<file path="config.mk">
export PLATFORM = sky130hd
export DESIGN_NAME = q_argmax_scan_flat
export DESIGN_NICKNAME = d
export VERILOG_FILES = /design/src/rtl/q_argmax_scan_pkg.sv /design/src/rtl/q_argmax_scan_if.sv /design/src/rtl/q_argmax_scan_max_accum.sv /design/src/rtl/q_argmax_scan.sv /design/src/flat_wrapper.sv
export SDC_FILE = /design/constraint.sdc
export NUM_CORES = 1
export LEC_CHECK = 0
export CELL_PAD_IN_SITES_DETAIL_PLACEMENT = 1
export CELL_PAD_IN_SITES_GLOBAL_PLACEMENT = 1
export CORE_MARGIN = 4
export CORE_UTILIZATION = 40
export CTS_CLUSTER_SIZE = 24
export DETAILED_ROUTE_END_ITERATION = 8
export DONT_BUFFER_PORTS = 1
export PLACE_DENSITY = 0.73
export SLEW_MARGIN = 40
export SYNTH_ARGS = -nofsm -noshare
export SYNTH_HDL_FRONTEND = slang
export SYNTH_SLANG_ARGS = --single-unit
</file>
<file path="constraint.sdc">
create_clock -name clk -period 3.35 [get_ports clk]
set_clock_uncertainty 0.15 [all_clocks]
set_input_delay 0.67 -clock clk [delete_from_list [all_inputs] [get_ports clk]]
set_output_delay 0.67 -clock clk [all_outputs]
set_load 0.005 [all_outputs]
</file>
<file path="src/rtl/q_argmax_scan_pkg.sv">
// Shared definitions for the Q-table greedy-action scanner.
//   - scan_state_e : FSM encodings (IDLE/SCAN/DRAIN/DONE)
//   - q_val_t      : signed Q-value of the default DATA_LENGTH
//   - mk_rd_addr   : forms the {state, action} Q-table address
package q_argmax_scan_pkg;

  localparam int DATA_LENGTH  = 32;
  localparam int NUM_ACTIONS  = 4;
  localparam int ACTION_WIDTH = 2;
  localparam int STATE_WIDTH  = 8;

  typedef enum logic [1:0] {
    ST_IDLE  = 2'd0,
    ST_SCAN  = 2'd1,
    ST_DRAIN = 2'd2,
    ST_DONE  = 2'd3
  } scan_state_e;

  typedef logic signed [DATA_LENGTH-1:0] q_val_t;

  // Width-agnostic address former; callers truncate to their address width.
  function automatic logic [63:0] mk_rd_addr(input logic [31:0] st,
                                             input logic [31:0] act,
                                             input int          act_w);
    return ({32'b0, st} << act_w) | {32'b0, act};
  endfunction

endpackage

</file>
<file path="src/rtl/q_argmax_scan_if.sv">
// Bus bundle between the scanner, its requester and the Q-table RAM.
//   start/state_in        : scan request
//   busy/done             : status, done is a one-cycle result strobe
//   rd_en/rd_addr/rd_data : Q-table read port (1-cycle latency)
//   max_q/best_action     : registered scan result
// slave  = scanner side, master = requester/RAM side.
interface q_argmax_scan_if #(
  parameter int DATA_LENGTH  = 32,
  parameter int ACTION_WIDTH = 2,
  parameter int STATE_WIDTH  = 8
);
  logic                                 start;
  logic [STATE_WIDTH-1:0]               state_in;
  logic                                 busy;
  logic                                 rd_en;
  logic [STATE_WIDTH+ACTION_WIDTH-1:0]  rd_addr;
  logic signed [DATA_LENGTH-1:0]        rd_data;
  logic signed [DATA_LENGTH-1:0]        max_q;
  logic [ACTION_WIDTH-1:0]              best_action;
  logic                                 done;

  modport slave (
    input  start, state_in, rd_data,
    output busy, rd_en, rd_addr, max_q, best_action, done
  );

  modport master (
    output start, state_in, rd_data,
    input  busy, rd_en, rd_addr, max_q, best_action, done
  );
endinterface

</file>
<file path="src/rtl/q_argmax_scan_max_accum.sv">
// q_max_accum: running signed maximum and its index.
//   valid   : data/index carry a returned Q-value this cycle
//   first   : this is action 0, load unconditionally
//   data    : signed Q-value
//   index   : action index of data
//   max_nxt : running max including this cycle's data (combinational)
//   idx_nxt : index of max_nxt
// Strict greater-than keeps the lowest index on ties.
module q_max_accum #(
  parameter int DATA_LENGTH  = 32,
  parameter int ACTION_WIDTH = 2
) (
  input  logic                           clk,
  input  logic                           reset,
  input  logic                           valid,
  input  logic                           first,
  input  logic signed [DATA_LENGTH-1:0]  data,
  input  logic [ACTION_WIDTH-1:0]        index,
  output logic signed [DATA_LENGTH-1:0]  max_nxt,
  output logic [ACTION_WIDTH-1:0]        idx_nxt
);
  logic signed [DATA_LENGTH-1:0] run_max_q, run_max_d;
  logic [ACTION_WIDTH-1:0]       run_idx_q, run_idx_d;

  always_comb begin
    run_max_d = run_max_q;
    run_idx_d = run_idx_q;
    if (valid && (first || (data > run_max_q))) begin
      run_max_d = data;
      run_idx_d = index;
    end
  end

  always_ff @(posedge clk) begin
    if (reset) begin
      run_max_q <= '0;
      run_idx_q <= '0;
    end else begin
      run_max_q <= run_max_d;
      run_idx_q <= run_idx_d;
    end
  end

  // The final data beat lands in the same cycle the result registers load,
  // so the top samples the next-state values.
  assign max_nxt = run_max_d;
  assign idx_nxt = run_idx_d;
endmodule

</file>
<file path="src/rtl/q_argmax_scan.sv">
// q_argmax_scan: sequential greedy-action finder.
//   clk, reset : single clock, synchronous active-high reset
//   bus        : q_argmax_scan_if.slave (start/state_in request, Q-table
//                read port, busy/done status, max_q/best_action result)
// Reads NUM_ACTIONS Q-values of one state, one per cycle, and reports the
// signed maximum with its lowest action index, strobing done for one cycle.
module q_argmax_scan
  import q_argmax_scan_pkg::*;
#(
  parameter int DATA_LENGTH  = q_argmax_scan_pkg::DATA_LENGTH,
  parameter int NUM_ACTIONS  = q_argmax_scan_pkg::NUM_ACTIONS,
  parameter int ACTION_WIDTH = q_argmax_scan_pkg::ACTION_WIDTH,
  parameter int STATE_WIDTH  = q_argmax_scan_pkg::STATE_WIDTH
) (
  input  logic          clk,
  input  logic          reset,
  q_argmax_scan_if.slave bus
);
  localparam int ADDR_WIDTH = STATE_WIDTH + ACTION_WIDTH;
  localparam logic [ACTION_WIDTH-1:0] LAST_ACT = ACTION_WIDTH'(NUM_ACTIONS - 1);

  scan_state_e                   st_q, st_d;
  logic [STATE_WIDTH-1:0]        state_q, state_d;
  logic [ACTION_WIDTH-1:0]       cnt_q, cnt_d;
  // rd_en delayed to line up with rd_data
  logic                          vld_q, vld_d;
  logic [ACTION_WIDTH-1:0]       vidx_q, vidx_d;
  logic signed [DATA_LENGTH-1:0] max_q_q, max_q_d;
  logic [ACTION_WIDTH-1:0]       best_q, best_d;

  logic signed [DATA_LENGTH-1:0] acc_max;
  logic [ACTION_WIDTH-1:0]       acc_idx;

  always_comb begin
    st_d    = st_q;
    state_d = state_q;
    cnt_d   = cnt_q;
    unique case (st_q)
      ST_IDLE: begin
        if (bus.start) begin
          state_d = bus.state_in;
          cnt_d   = '0;
          st_d    = ST_SCAN;
        end
      end
      ST_SCAN: begin
        // Counter parks on the last action so rd_addr never strays into
        // the neighbouring state's entries.
        if (cnt_q == LAST_ACT) st_d  = ST_DRAIN;
        else                   cnt_d = cnt_q + 1'b1;
      end
      ST_DRAIN: st_d = ST_DONE;
      ST_DONE:  st_d = ST_IDLE;
      default:  st_d = ST_IDLE;
    endcase
  end

  always_comb begin
    vld_d   = (st_q == ST_SCAN);
    vidx_d  = cnt_q;
    max_q_d = max_q_q;
    best_d  = best_q;
    // DRAIN -> DONE edge: result registers change exactly as done rises.
    if (st_q == ST_DRAIN) begin
      max_q_d = acc_max;
      best_d  = acc_idx;
    end
  end

  always_ff @(posedge clk) begin
    if (reset) begin
      st_q    <= ST_IDLE;
      state_q <= '0;
      cnt_q   <= '0;
      vld_q   <= 1'b0;
      vidx_q  <= '0;
      max_q_q <= '0;
      best_q  <= '0;
    end else begin
      st_q    <= st_d;
      state_q <= state_d;
      cnt_q   <= cnt_d;
      vld_q   <= vld_d;
      vidx_q  <= vidx_d;
      max_q_q <= max_q_d;
      best_q  <= best_d;
    end
  end

  q_max_accum #(
    .DATA_LENGTH (DATA_LENGTH),
    .ACTION_WIDTH(ACTION_WIDTH)
  ) u_accum (
    .clk    (clk),
    .reset  (reset),
    .valid  (vld_q),
    .first  (vidx_q == '0),
    .data   (bus.rd_data),
    .index  (vidx_q),
    .max_nxt(acc_max),
    .idx_nxt(acc_idx)
  );

  assign bus.busy        = (st_q != ST_IDLE);
  assign bus.rd_en       = (st_q == ST_SCAN);
  assign bus.rd_addr     = ADDR_WIDTH'(mk_rd_addr(32'(state_q), 32'(cnt_q), ACTION_WIDTH));
  assign bus.done        = (st_q == ST_DONE);
  assign bus.max_q       = max_q_q;
  assign bus.best_action = best_q;
endmodule

</file>
<file path="src/flat_wrapper.sv">
// flat-port wrapper written by rule: the top's interface ports become plain ports
module q_argmax_scan_flat import q_argmax_scan_pkg::*;
#(
  parameter int DATA_LENGTH  = q_argmax_scan_pkg::DATA_LENGTH,
  parameter int NUM_ACTIONS  = q_argmax_scan_pkg::NUM_ACTIONS,
  parameter int ACTION_WIDTH = q_argmax_scan_pkg::ACTION_WIDTH,
  parameter int STATE_WIDTH  = q_argmax_scan_pkg::STATE_WIDTH
)
  (clk, reset, bus_start, bus_state_in, bus_rd_data, bus_busy, bus_rd_en, bus_rd_addr, bus_max_q, bus_best_action, bus_done);
  q_argmax_scan_if #(.DATA_LENGTH(DATA_LENGTH), .ACTION_WIDTH(ACTION_WIDTH), .STATE_WIDTH(STATE_WIDTH)) bus_i ();
  input  logic clk;
  input  logic reset;
  input wire logic [$bits(bus_i.start)-1:0] bus_start;
  input wire logic [$bits(bus_i.state_in)-1:0] bus_state_in;
  input wire logic [$bits(bus_i.rd_data)-1:0] bus_rd_data;
  output wire logic [$bits(bus_i.busy)-1:0] bus_busy;
  output wire logic [$bits(bus_i.rd_en)-1:0] bus_rd_en;
  output wire logic [$bits(bus_i.rd_addr)-1:0] bus_rd_addr;
  output wire logic [$bits(bus_i.max_q)-1:0] bus_max_q;
  output wire logic [$bits(bus_i.best_action)-1:0] bus_best_action;
  output wire logic [$bits(bus_i.done)-1:0] bus_done;
  assign bus_i.start = bus_start;
  assign bus_i.state_in = bus_state_in;
  assign bus_i.rd_data = bus_rd_data;
  assign bus_busy = bus_i.busy;
  assign bus_rd_en = bus_i.rd_en;
  assign bus_rd_addr = bus_i.rd_addr;
  assign bus_max_q = bus_i.max_q;
  assign bus_best_action = bus_i.best_action;
  assign bus_done = bus_i.done;
  q_argmax_scan #(.DATA_LENGTH(DATA_LENGTH), .NUM_ACTIONS(NUM_ACTIONS), .ACTION_WIDTH(ACTION_WIDTH), .STATE_WIDTH(STATE_WIDTH)) u_core (.clk(clk), .reset(reset), .bus(bus_i));
endmodule
</file>
Word-level counts from Yosys, hierarchy flattened:

Cells that the tools add are included.

* register bits after elaboration: 83

* eq/ne operators: 7
* add/sub/neg operators: 1
* $lt $le $gt $ge: 1
* multiplexer cells: 8
* reductions and logical operators: 9
* bitwise gates (word level): 1

Operator list (number)
* $gt 32x32->1: 1
* $mux 32: 1
* $mux 2: 5
* $or 10x2->10: 1
* $pmux 2 s4: 1
* $eq 2x2->1 const B: 3
* $logic_not 2->1: 2
* $ne 2x2->1 const B: 2
* $pmux 2 s2: 1
* $reduce_and 2->1: 2
* $reduce_bool 2->1: 2
* $reduce_and 3->1: 1
* $add 2x1->2 const B: 1
* $eq 2x1->1 const B: 1
* $ne 2x1->1 const B: 1
* $logic_and 1x1->1: 1
* $logic_or 1x1->1: 1

Longest topological paths before layout:

Gate-level depths: netlist (run 1).

* depth after elaboration: 4
* mapped depth: 11

Cells and area by module:

Synthesis (run 1) repeated with hierarchy kept, for this count alone.

* cells, all modules: 486
* area, all modules: 4610.7 um2

Modules (own cells, without submodules)
* q_max_accum: instances 1, cells each 303, area an instance 2743.9 um2, seq. area each 680.7 um2
* q_argmax_scan: instances 1, cells each 183, area an instance 1866.8 um2, seq. area each 980.9 um2

Least setup slack after synthesis (run 1):

OpenSTA, ideal clock, no wires.

* kind: in2reg
* start: in bus_rd_data[14]
* end: reg u_core.max_q_q[10], in the netlist u_core.bus.max_q[10]
* buffers on the path: 2
* setup time: 0.091 ns
* stages: 10
* required time: 3.109 ns
* path slack: 0.522 ns
* data arrival time: 2.587 ns
* path through: ha_1 -> a21oi_1 -> nand2_1 -> a221o_1 -> o31ai_2 -> o22a_1 -> buf_4 -> buf_6 -> nand3_2 -> a311oi_1

* cells in the longest elaborated chain, start to end: 4

Ends and longest elaborated chain
* start: declaration: RTL line flat_wrapper.sv:15 `input wire logic [$bits(bus_i.rd_data)-1:0] bus_rd_data;`
* $gt 32x32->1: RTL line q_argmax_scan_max_accum.sv:28 `if (valid && (first || (data > run_max_q))) begin`
* $logic_or 1x1->1: RTL line q_argmax_scan_max_accum.sv:28
* $logic_and 1x1->1: RTL line q_argmax_scan_max_accum.sv:28
* $mux 32: RTL line q_argmax_scan_max_accum.sv:28
* end signal: assignment: RTL line q_argmax_scan.sv:85 `max_q_q <= max_q_d;`
* end: declaration: RTL line q_argmax_scan.sv:28 `logic signed [DATA_LENGTH-1:0] max_q_q, max_q_d;`

Every way passes these cells.
A chain may end at the register's enable or synchronous reset.

Worst setup path in the final report (run 1):

* start: reg u_core.u_accum.run_max_q[14]
* end: reg u_core.max_q_q[21], in the netlist u_core.bus.max_q[21]

* cells in the longest elaborated chain, start to end: 4

Ends and longest elaborated chain
* start: declaration: RTL line q_argmax_scan_max_accum.sv:22 `logic signed [DATA_LENGTH-1:0] run_max_q, run_max_d;`
* start signal: assignment: RTL line q_argmax_scan_max_accum.sv:39 `run_max_q <= run_max_d;`
* $gt 32x32->1: RTL line q_argmax_scan_max_accum.sv:28
* $logic_or 1x1->1: RTL line q_argmax_scan_max_accum.sv:28
* $logic_and 1x1->1: RTL line q_argmax_scan_max_accum.sv:28
* $mux 32: RTL line q_argmax_scan_max_accum.sv:28

Every way passes these cells.

==> results of run 1 <==
-- stage by stage --
step | utilization | hold WS [ns] | power [uW]
2_1_floorplan | - | 0.302 | 2300
3_3_place_gp | 0.424 | 0.307 | 2540
3_5_place_dp | 0.424 | 0.316 | 2600
4_1_cts | 0.442 | 0.198 | 3290
5_1_grt | 0.443 | 0.207 | 3530
6_report | 0.443 | 0.226 | 3240
-- path summary, 6_finish.rpt --
| path | startpoint | end | slack (ns) | depth (start not counted) |
|---|---|---|---|---|
| worst min-delay path | reset | u_core.state_q[0] | 0.23 | 1 |
| worst min register to register | u_core.state_q[3] | u_core.state_q[3] | 0.33 | 2 |
| worst max register to register | u_core.u_accum.run_max_q[14] | u_core.bus.max_q[21] | 0.28 | 9 |
| worst max-delay path | u_core.u_accum.run_max_q[14] | u_core.bus.max_q[21] | 0.28 | 9 |
-- report_power, final --
part	internal (uW)	switching, uW	total, uW
combinational	426	688	1110
sequential	1250	193	1450
clock	308	370	678
-- timing repair --
item | 4_1_cts | 5_1_grt
hold buffers | 0 | 0
resized for setup | 0 | 1
endpoints found under the setup margin | 0 | 12
-- critical path, delay by kind of cell, from the launching register on --
| family | cells | cell delay [ns] |
|---|---|---|
| AOI/OAI and AO/OA | 5 | 1.61 |
| adders and majority gates | 1 | 0.30 |
| buffers and inverters | 2 | 0.33 |
| DFF | 1 | 0.35 |
| and+or+nand+nor | 1 | 0.22 |
-- registers in the layout (all words and copies together) (netlist names) --
signal	cells
u_core.bus.best_action	2
u_core.vidx_q	2
u_core.vld_q	1
u_core.u_accum.run_idx_q	2
u_core.cnt_q	2
u_core.state_q	8
u_core.u_accum.run_max_q	32
u_core.st_q	2
u_core.bus.max_q	32
-- cells in the mapped netlist, drive strengths merged, types with 2 or more instances --
cell    instances
buf             7
o21bai          2
a311oi         34
a21oi          57
nor2b           5
clkbuf         25
nand3          45
nor3b           2
a22oi           2
o211ai          2
nand2b          2
a21boi          2
dfxtp          83
ha             37
nor3            2
nor4            2
nor2           42
nand4           9
o21ai          38
nand2          18
inv            35
-- metal layers --
layer / GRT usage / share of wire / vias up / wire length [um]
met3: 0.0585 / 0.080 / 16 / 829
li1: - / - / 1652 / -
met4: 0.0766 / 0.017 / 0 / 177
met5: 0 / 0 / - / 0
met1: 0.219 / 0.43 / 1561 / 4430
met2: 0.316 / 0.48 / 75 / 4970
-- cell type report --
type | instances | area [um2]
flip-flops and latches | 83 | 1660
repair buffers | 11 | 95.1
multi-input cells | 312 | 2090
inverters | 35 | 131
fillers | 1207 | 5450
well taps | 133 | 166
clock buffers | 12 | 155
clock inverters | 4 | 25.0
-- logic make-up after synthesis --
logic type | count (synthesis)
compound gates | 145
simple gates | 129
flops | 83
buf+inv | 67
fa+ha+maj | 37
mux | 1
==> flow_summary.json, run 1 <==
{
  "netlist_top_cells_area": "sky130_fd_sc_hd__dfxtp_1, sky130_fd_sc_hd__ha_1, sky130_fd_sc_hd__a311oi_1",
  "netlist_instances": 462,
  "initial_core_util": 0.411,
  "port_buffers": 0,
  "ys.warnings.count": 0,
  "start_kind": "flip-flop",
  "grt_first_pass_wirelength_mm": 17.5,
  "postSynthNetCount": 542,
  "clock_sinks": 83,
  "grt_antenna_before_repair": 0,
  "detailedPlace.worstSlack_ns": -0.201,
  "maximum_buffer_depth_of_the_clock_tree": 2,
  "fin_setup_tns_ns": 0,
  "remaining_drc_errors": 0,
  "critical_path_class": "flip-flop to flip-flop",
  "critical_path_arrival_ns": 3.17,
  "final_area_um2": 4330,
  "detail_route.vias_per_cell": 5.60,
  "cts.htree.levels": 3,
  "antenna_violating_nets_post_route": 0,
  "worstPathRequired_ns": 3.46,
  "worst_pin_slew_ns": 0.667,
  "grt_pass1_vias": 3576,
  "max_freq_mhz": 326,
  "wl_per_cell_um": 17.6,
  "final_critical_path_setup_slack_ns": 0.285,
  "critical_path.slowest_cell": "sky130_fd_sc_hd__a2111oi_0",
  "post_dp_cell_area_um2": 4140,
  "mostFrequentLayoutCell": "sky130_fd_sc_hd__dfxtp_1",
  "post_layout_nonfiller_instances": 590,
  "number_of_vias_in_the_routed_layout": 3304,
  "core_region_area_um2": 9770,
  "antenna-diode-count": 0,
  "totalWireLength_mm": 10.4,
  "grt_setup_unrepaired": "no",
  "drive_above_1_share": 0.101,
  "ir_drop_mv": 0.442,
  "path_clk_slew_ns": 0.09,
  "synth.mux.area_fraction": 0.00280,
  "seq_area_frac_synth": 0.413,
  "final_cell_mix": "sky130_fd_sc_hd__dfxtp_1, sky130_fd_sc_hd__a21oi_1, sky130_fd_sc_hd__nor2_1",
  "dieArea_um2": 11700,
  "die_width_um": 108,
  "maxSlewHeadroom": 0.544,
  "post_cts_buffers": 0,
  "grt_start_max_net_pins": 84,
  "post_synthesis_compound_gate_area_fraction": 0.229,
  "synth_simple_gate_area_share": 0.169,
  "clk_latency_ns": 0.36,
  "final_layout_net_count": 532,
  "period_needed_ns": 3.07,
  "synth_xor_area_frac": 0,
  "yosys.area_share.adder": 0.115,
  "synth-seq-cells": 83,
  "min_period_over_period": 0.915,
  "synthDominantAreaCellType": "sky130_fd_sc_hd__dfxtp_1",
  "maxSlewViolCount": 0,
  "timing.final.setup_violations": 0,
  "critical_path.cell_chain": "inv_1, ha_1, nand4_1, a2111oi_0, o31ai_2, o22ai_4, buf_4, o21ai_1, a311oi_1",
  "final_hold_viol_count": 0,
  "hpwlAfterDp_mm": 7.43,
  "dieHeight_um": 108,
  "gp_routability_congestion": 0.809,
  "grt_util_all_layers": 0.187,
  "worstPathMaxFanout": 12,
  "synth_top_family_by_area": "compound AO/OA/AOI/OAI gates",
  "run_status": "finished clean",
  "ctsRootBufferMaster": "sky130_fd_sc_hd__clkbuf_8",
  "grt_overflow": 0,
  "yosys_most_used_dff": "sky130_fd_sc_hd__dfxtp_1",
  "synth-edff-count": 0,
  "min-delay-path-class": "input port to flip-flop",
  "syn_area_um2": 4020,
  "p_per_area_nw_per_um2": 748,
  "detail_route.iter0.violations": 157,
  "total_leakage_power_uw": 0.00146,
  "critical-path-max-stage-delay_ns": 0.65,
  "layout-area-overhead-vs-synth_pct": 7.66,
  "critPathCaptureType": "flip-flop",
  "cts_tree": "yes",
  "num_io_pins": 90,
  "post_synth_num_cell_types": 40,
  "synthesis.area_per_instance_um2": 8.70,
  "drt_first_pass_iters": 4,
  "ys_async_sr_fraction": 0,
  "cts_made_buffers": 9,
  "placedCellCount": 574,
  "placement_rows": 36,
  "yosys_top_cell_area_share": 0.413,
  "cap_violations": 0
}
(Power assumes the default switching activity.)
==> run 2, diff against run 1 <==
CORE_ASPECT_RATIO = 0.75   (was default)
SKIP_LAST_GASP = 1   (was default)
==> flow_summary.json, run 2 (synthesis gave the netlist of run 1 again) <==
{
  "run_status": "finished clean",
  "number_of_vias_in_the_routed_layout": 3347,
  "hpwlAfterDp_mm": 7.62,
  "reg2reg_depth": 9,
  "grt_antenna_before_repair": 0,
  "min-delay-path-class": "input port to flip-flop",
  "final_hold_viol_count": 0,
  "hold_slack_ns": 0.255,
  "grt_first_pass_wirelength_mm": 17.9,
  "min_to": "u_core.bus.max_q[2]",
  "dieHeight_um": 94.8,
  "clk_latency_ns": 0.34,
  "critical_path_class": "flip-flop to flip-flop",
  "ir_drop_mv": 0.302,
  "dieArea_um2": 11700,
  "mostFrequentLayoutCell": "sky130_fd_sc_hd__dfxtp_1",
  "wl_per_cell_um": 18.3,
  "post_cts_buffers": 0,
  "drt_first_pass_iters": 4,
  "drive_above_1_share": 0.0987,
  "cap_violations": 0,
  "ctsRootBufferMaster": "sky130_fd_sc_hd__clkbuf_16",
  "worst_r2r_endpoint": "u_core.bus.max_q[10]",
  "min_from": "reset",
  "final_area_um2": 4490,
  "detail_route.vias_per_cell": 5.69,
  "num_io_pins": 90,
  "grt_overflow": 0,
  "cts_tree": "yes",
  "maximum_buffer_depth_of_the_clock_tree": 2,
  "totalWireLength_mm": 10.7,
  "maxSlewHeadroom": 0.581,
  "worstPathMaxFanout": 13,
  "critical_path_arrival_ns": 3.18,
  "r2r_slack_ns": 0.25,
  "antenna_violating_nets_post_route": 0,
  "clock_sinks": 83,
  "antenna-diode-count": 0,
  "final_cell_mix": "sky130_fd_sc_hd__dfxtp_1, sky130_fd_sc_hd__a21oi_1, sky130_fd_sc_hd__nor2_1",
  "cts_made_buffers": 9,
  "remaining_drc_errors": 0,
  "grt_util_all_layers": 0.194,
  "placement_rows": 31,
  "max_freq_mhz": 323,
  "worstPathRequired_ns": 3.43,
  "min_delay_path_depth": 1,
  "period_needed_ns": 3.10,
  "layout-area-overhead-vs-synth_pct": 11.6,
  "core_region_area_um2": 9740,
  "min_period_over_period": 0.924,
  "p_per_area_nw_per_um2": 825,
  "hold_buffer_count_at_cts": 0,
  "grt_start_max_net_pins": 84,
  "cts.htree.levels": 3,
  "worst_pin_slew_ns": 0.629,
  "grt_setup_unrepaired": "no",
  "start_kind": "flip-flop",
  "fin_setup_tns_ns": 0,
  "initial_core_util": 0.413,
  "die_width_um": 124,
  "timing.final.setup_violations": 0,
  "final_layout_net_count": 531,
  "path_clk_slew_ns": 0.06,
  "gp_routability_congestion": 0.743,
  "port_buffers": 0,
  "maxSlewViolCount": 0,
  "detail_route.iter0.violations": 168,
  "cts-resized-gates": 0,
  "total_leakage_power_uw": 0.00153,
  "timing.rr.start": "u_core.u_accum.run_max_q[14]",
  "critPathCaptureType": "flip-flop",
  "post_dp_cell_area_um2": 4160,
  "grt_pass1_vias": 3593
}
## run 2: cell count changes in the layout (fill, tap and decap cells not counted), sizes merged
cell / previous run / this run
bufinv: 0 / 2
buf: 11 / 10
clkinv: 2 / 1
clkinvlp: 2 / 1
## run 2: how the worst max path moves through the flow
| stage | start | endpoint | cells past startpoint |
|---|---|---|---|
| after CTS | u_core.u_accum.run_max_q[14] | u_core.bus.max_q[10] | 9 |
| after floorplan | bus_rd_data[14] | u_core.bus.max_q[10] | 10 |
| after global placement | bus_rd_data[14] | u_core.bus.max_q[11] | 8 |
| final | u_core.u_accum.run_max_q[14] | u_core.bus.max_q[10] | 9 |
| after global routing | u_core.u_accum.run_max_q[14] | u_core.bus.max_q[9] | 9 |
| after detailed placement | bus_rd_data[14] | u_core.bus.max_q[10] | 8 |
## run 2: final cells by class
cell class | instances | area (um2)
clock inverters | 4 | 72.6
repair buffers | 10 | 113
fillers | 1139 | 5250
well taps | 132 | 165
multi-input cells | 312 | 2090
clock buffers | 12 | 256
inverters | 35 | 131
flip-flops and latches | 83 | 1660
## run 2: critical path, stage by stage (launching register included)
cell and delay (ns):
sky130_fd_sc_hd__dfxtp_1 0.34, sky130_fd_sc_hd__inv_1 0.05, sky130_fd_sc_hd__ha_1 0.31, sky130_fd_sc_hd__nand4_1 0.21, sky130_fd_sc_hd__a2111oi_0 0.55, sky130_fd_sc_hd__o31ai_2 0.16, sky130_fd_sc_hd__o22ai_2 0.42, sky130_fd_sc_hd__buf_4 0.31
sky130_fd_sc_hd__o21ai_0 0.16, sky130_fd_sc_hd__a311oi_1 0.33
## run 2: power breakdown
group | internal [uW] | switching [uW] | leakage [uW]
combinational | 448 | 706 | 0.000693
sequential | 1250 | 196 | 0.000676
clock | 693 | 401 | 0.000159
total | 2400 | 1300 | 0.00153
## run 2: layer usage
layer  GRT usage  wire, um
met4      0.0664       158
met2       0.312      4850
met3      0.0808       937
met1       0.233      4790
met5           0         0
## run 2: per-stage QoR
stage          instances  power [uW]   util  worst slack, ns
2_1_floorplan        462        2300      -            0.522
3_3_place_gp         572        2570  0.427            0.196
3_5_place_dp         572        2630  0.427          -0.0235
4_1_cts              588        3750  0.461            0.275
5_1_grt              588        3980  0.461           0.0829
6_report             588        3700  0.461            0.253
==> run 3, diff against run 2 <==
CORE_MARGIN = default   (was 4)
clock period = 3.9 ns   (was 3.35 ns; I/O delays follow)
==> flow_summary.json, run 3 (synthesis gave the netlist of run 1 again) <==
{
  "timing.final.setup_violations": 0,
  "detail_route.vias_per_cell": 5.63,
  "placedCellCount": 571,
  "worstPathRequired_ns": 3.99,
  "initial_core_util": 0.415,
  "hpwlAfterDp_mm": 7.40,
  "gp_routability_congestion": 0.760,
  "final_layout_net_count": 530,
  "totalWireLength_mm": 10.3,
  "port_buffers": 0,
  "cts-resized-gates": 0,
  "dieArea_um2": 10500,
  "worst_pin_slew_ns": 0.655,
  "critical_path.cell_chain": "ha_1, nand4_2, nor2_1, nand3b_1, and4_4, o21bai_2, buf_4, o21ai_0, a311oi_1",
  "ctsRootBufferMaster": "sky130_fd_sc_hd__clkbuf_16",
  "cts.htree.levels": 3,
  "grt_util_all_layers": 0.209,
  "p_per_area_nw_per_um2": 722,
  "antenna_violating_nets_post_route": 0,
  "num_io_pins": 90,
  "min_period_over_period": 0.812,
  "critical_path_arrival_ns": 3.25,
  "post_cts_buffers": 0,
  "number_of_vias_in_the_routed_layout": 3305,
  "final_cell_mix": "sky130_fd_sc_hd__dfxtp_1, sky130_fd_sc_hd__a21oi_1, sky130_fd_sc_hd__nor2_1",
  "antenna-diode-count": 0,
  "remaining_drc_errors": 0,
  "critPathCaptureType": "flip-flop",
  "total_power_uw": 3230,
  "critical_path_class": "input port to flip-flop",
  "cts_tree": "yes",
  "drive_above_1_share": 0.0945,
  "grt_antenna_before_repair": 0,
  "placement_rows": 31,
  "hold_buffer_count_at_cts": 0,
  "maximum_buffer_depth_of_the_clock_tree": 2,
  "clock_sinks": 83,
  "run_status": "finished clean",
  "ir_drop_mv": 0.293,
  "wl_per_cell_um": 17.6,
  "grt_setup_unrepaired": "no",
  "grt_pass1_vias": 3386,
  "clk_latency_ns": 0.34,
  "dieHeight_um": 88.8,
  "mostFrequentLayoutCell": "sky130_fd_sc_hd__dfxtp_1",
  "hold_slack_ns": 0.323,
  "cts_made_buffers": 9,
  "cap_violations": 0,
  "min-delay-path-class": "flip-flop to flip-flop",
  "drt_first_pass_iters": 4,
  "worst-path-buf-inv": 1,
  "grt_overflow": 0,
  "worstPathMaxFanout": 19,
  "total_leakage_power_uw": 0.00153,
  "critical-path-top-delay-family": "compound AO/OA/AOI/OAI gates",
  "maxSlewViolCount": 0,
  "layout-area-overhead-vs-synth_pct": 11.4,
  "maxSlewHeadroom": 0.563,
  "final_hold_viol_count": 0,
  "grt_first_pass_wirelength_mm": 17.2,
  "die_width_um": 118,
  "detail_route.iter0.violations": 153,
  "critical-path-max-stage-delay_ns": 0.52,
  "fin_setup_tns_ns": 0,
  "path_clk_slew_ns": 0.06,
  "grt_start_max_net_pins": 84,
  "max_freq_mhz": 316,
  "critical_path.slowest_cell": "sky130_fd_sc_hd__o21bai_2",
  "post_layout_nonfiller_instances": 587,
  "period_needed_ns": 3.17,
  "start_kind": "input port",
  "core_region_area_um2": 9700
}
[run 3: cell count changes in the layout (fill, tap and decap cells not counted)]
cell / previous run / this run
sky130_fd_sc_hd__buf_12: 3 / 0
sky130_fd_sc_hd__clkbuf_8: 2 / 0
sky130_fd_sc_hd__ha_4: 0 / 1
sky130_fd_sc_hd__clkbuf_1: 1 / 2
sky130_fd_sc_hd__ha_2: 1 / 0
sky130_fd_sc_hd__buf_4: 7 / 9
sky130_fd_sc_hd__bufinv_16: 2 / 4
sky130_fd_sc_hd__clkinvlp_4: 1 / 0
[run 3: cell type report]
class	instances	area, um2
clock buffer	11	233
clock inverter	5	125
fill	1157	5220
inverter	35	131
multi-input combinational	312	2100
sequential	83	1660
tap	132	165
timing repair buffer	9	67.6
[run 3: per-stage QoR]
step	cell area, um2	util	worst slack (ns)
global route	4480	0.462	0.528
detailed placement	4120	0.425	0.365
CTS	4480	0.462	0.717
finish	4480	0.462	0.733
floorplan	4020	-	0.962
global placement	4110	0.424	0.466
[run 3: layer usage]
layer	global-route usage	share of wire	wire length [um]	up-vias
met5	0	0	0	-
met4	0.0711	0.013	139	0
met3	0.0793	0.072	745	13
met2	0.343	0.46	4690	71
met1	0.253	0.46	4730	1572
li1	-	-	-	1649
[run 3: final timing paths]
| kind | startpoint | endpoint | slack (ns) | depth (start not counted) |
|---|---|---|---|---|
| hold reg to reg | u_core.state_q[2] | u_core.state_q[2] | 0.32 | 2 |
| hold / removal | u_core.state_q[2] | u_core.state_q[2] | 0.32 | 2 |
| setup reg to reg | u_core.u_accum.run_max_q[31] | u_core.bus.max_q[17] | 0.78 | 10 |
| setup / recovery | bus_rd_data[31] | u_core.bus.max_q[17] | 0.73 | 9 |
[run 3: worst register-to-register path, delay by kind of cell (launching register included)]
kind	cells	cell delay, ns
AOI/OAI and AO/OA	3	1.00
and+or+nand+nor	4	0.70
adders and majority gates	1	0.43
buffers and inverters	2	0.41
DFF	1	0.33
[run 3: power by group]
part | leakage (uW) | switching, uW | internal, uW | total (uW)
clock network | 0.000174 | 334 | 690 | 1020
registers | 0.000676 | 170 | 1080 | 1250
logic | 0.000677 | 596 | 365 | 961
total | 0.00153 | 1100 | 2130 | 3230
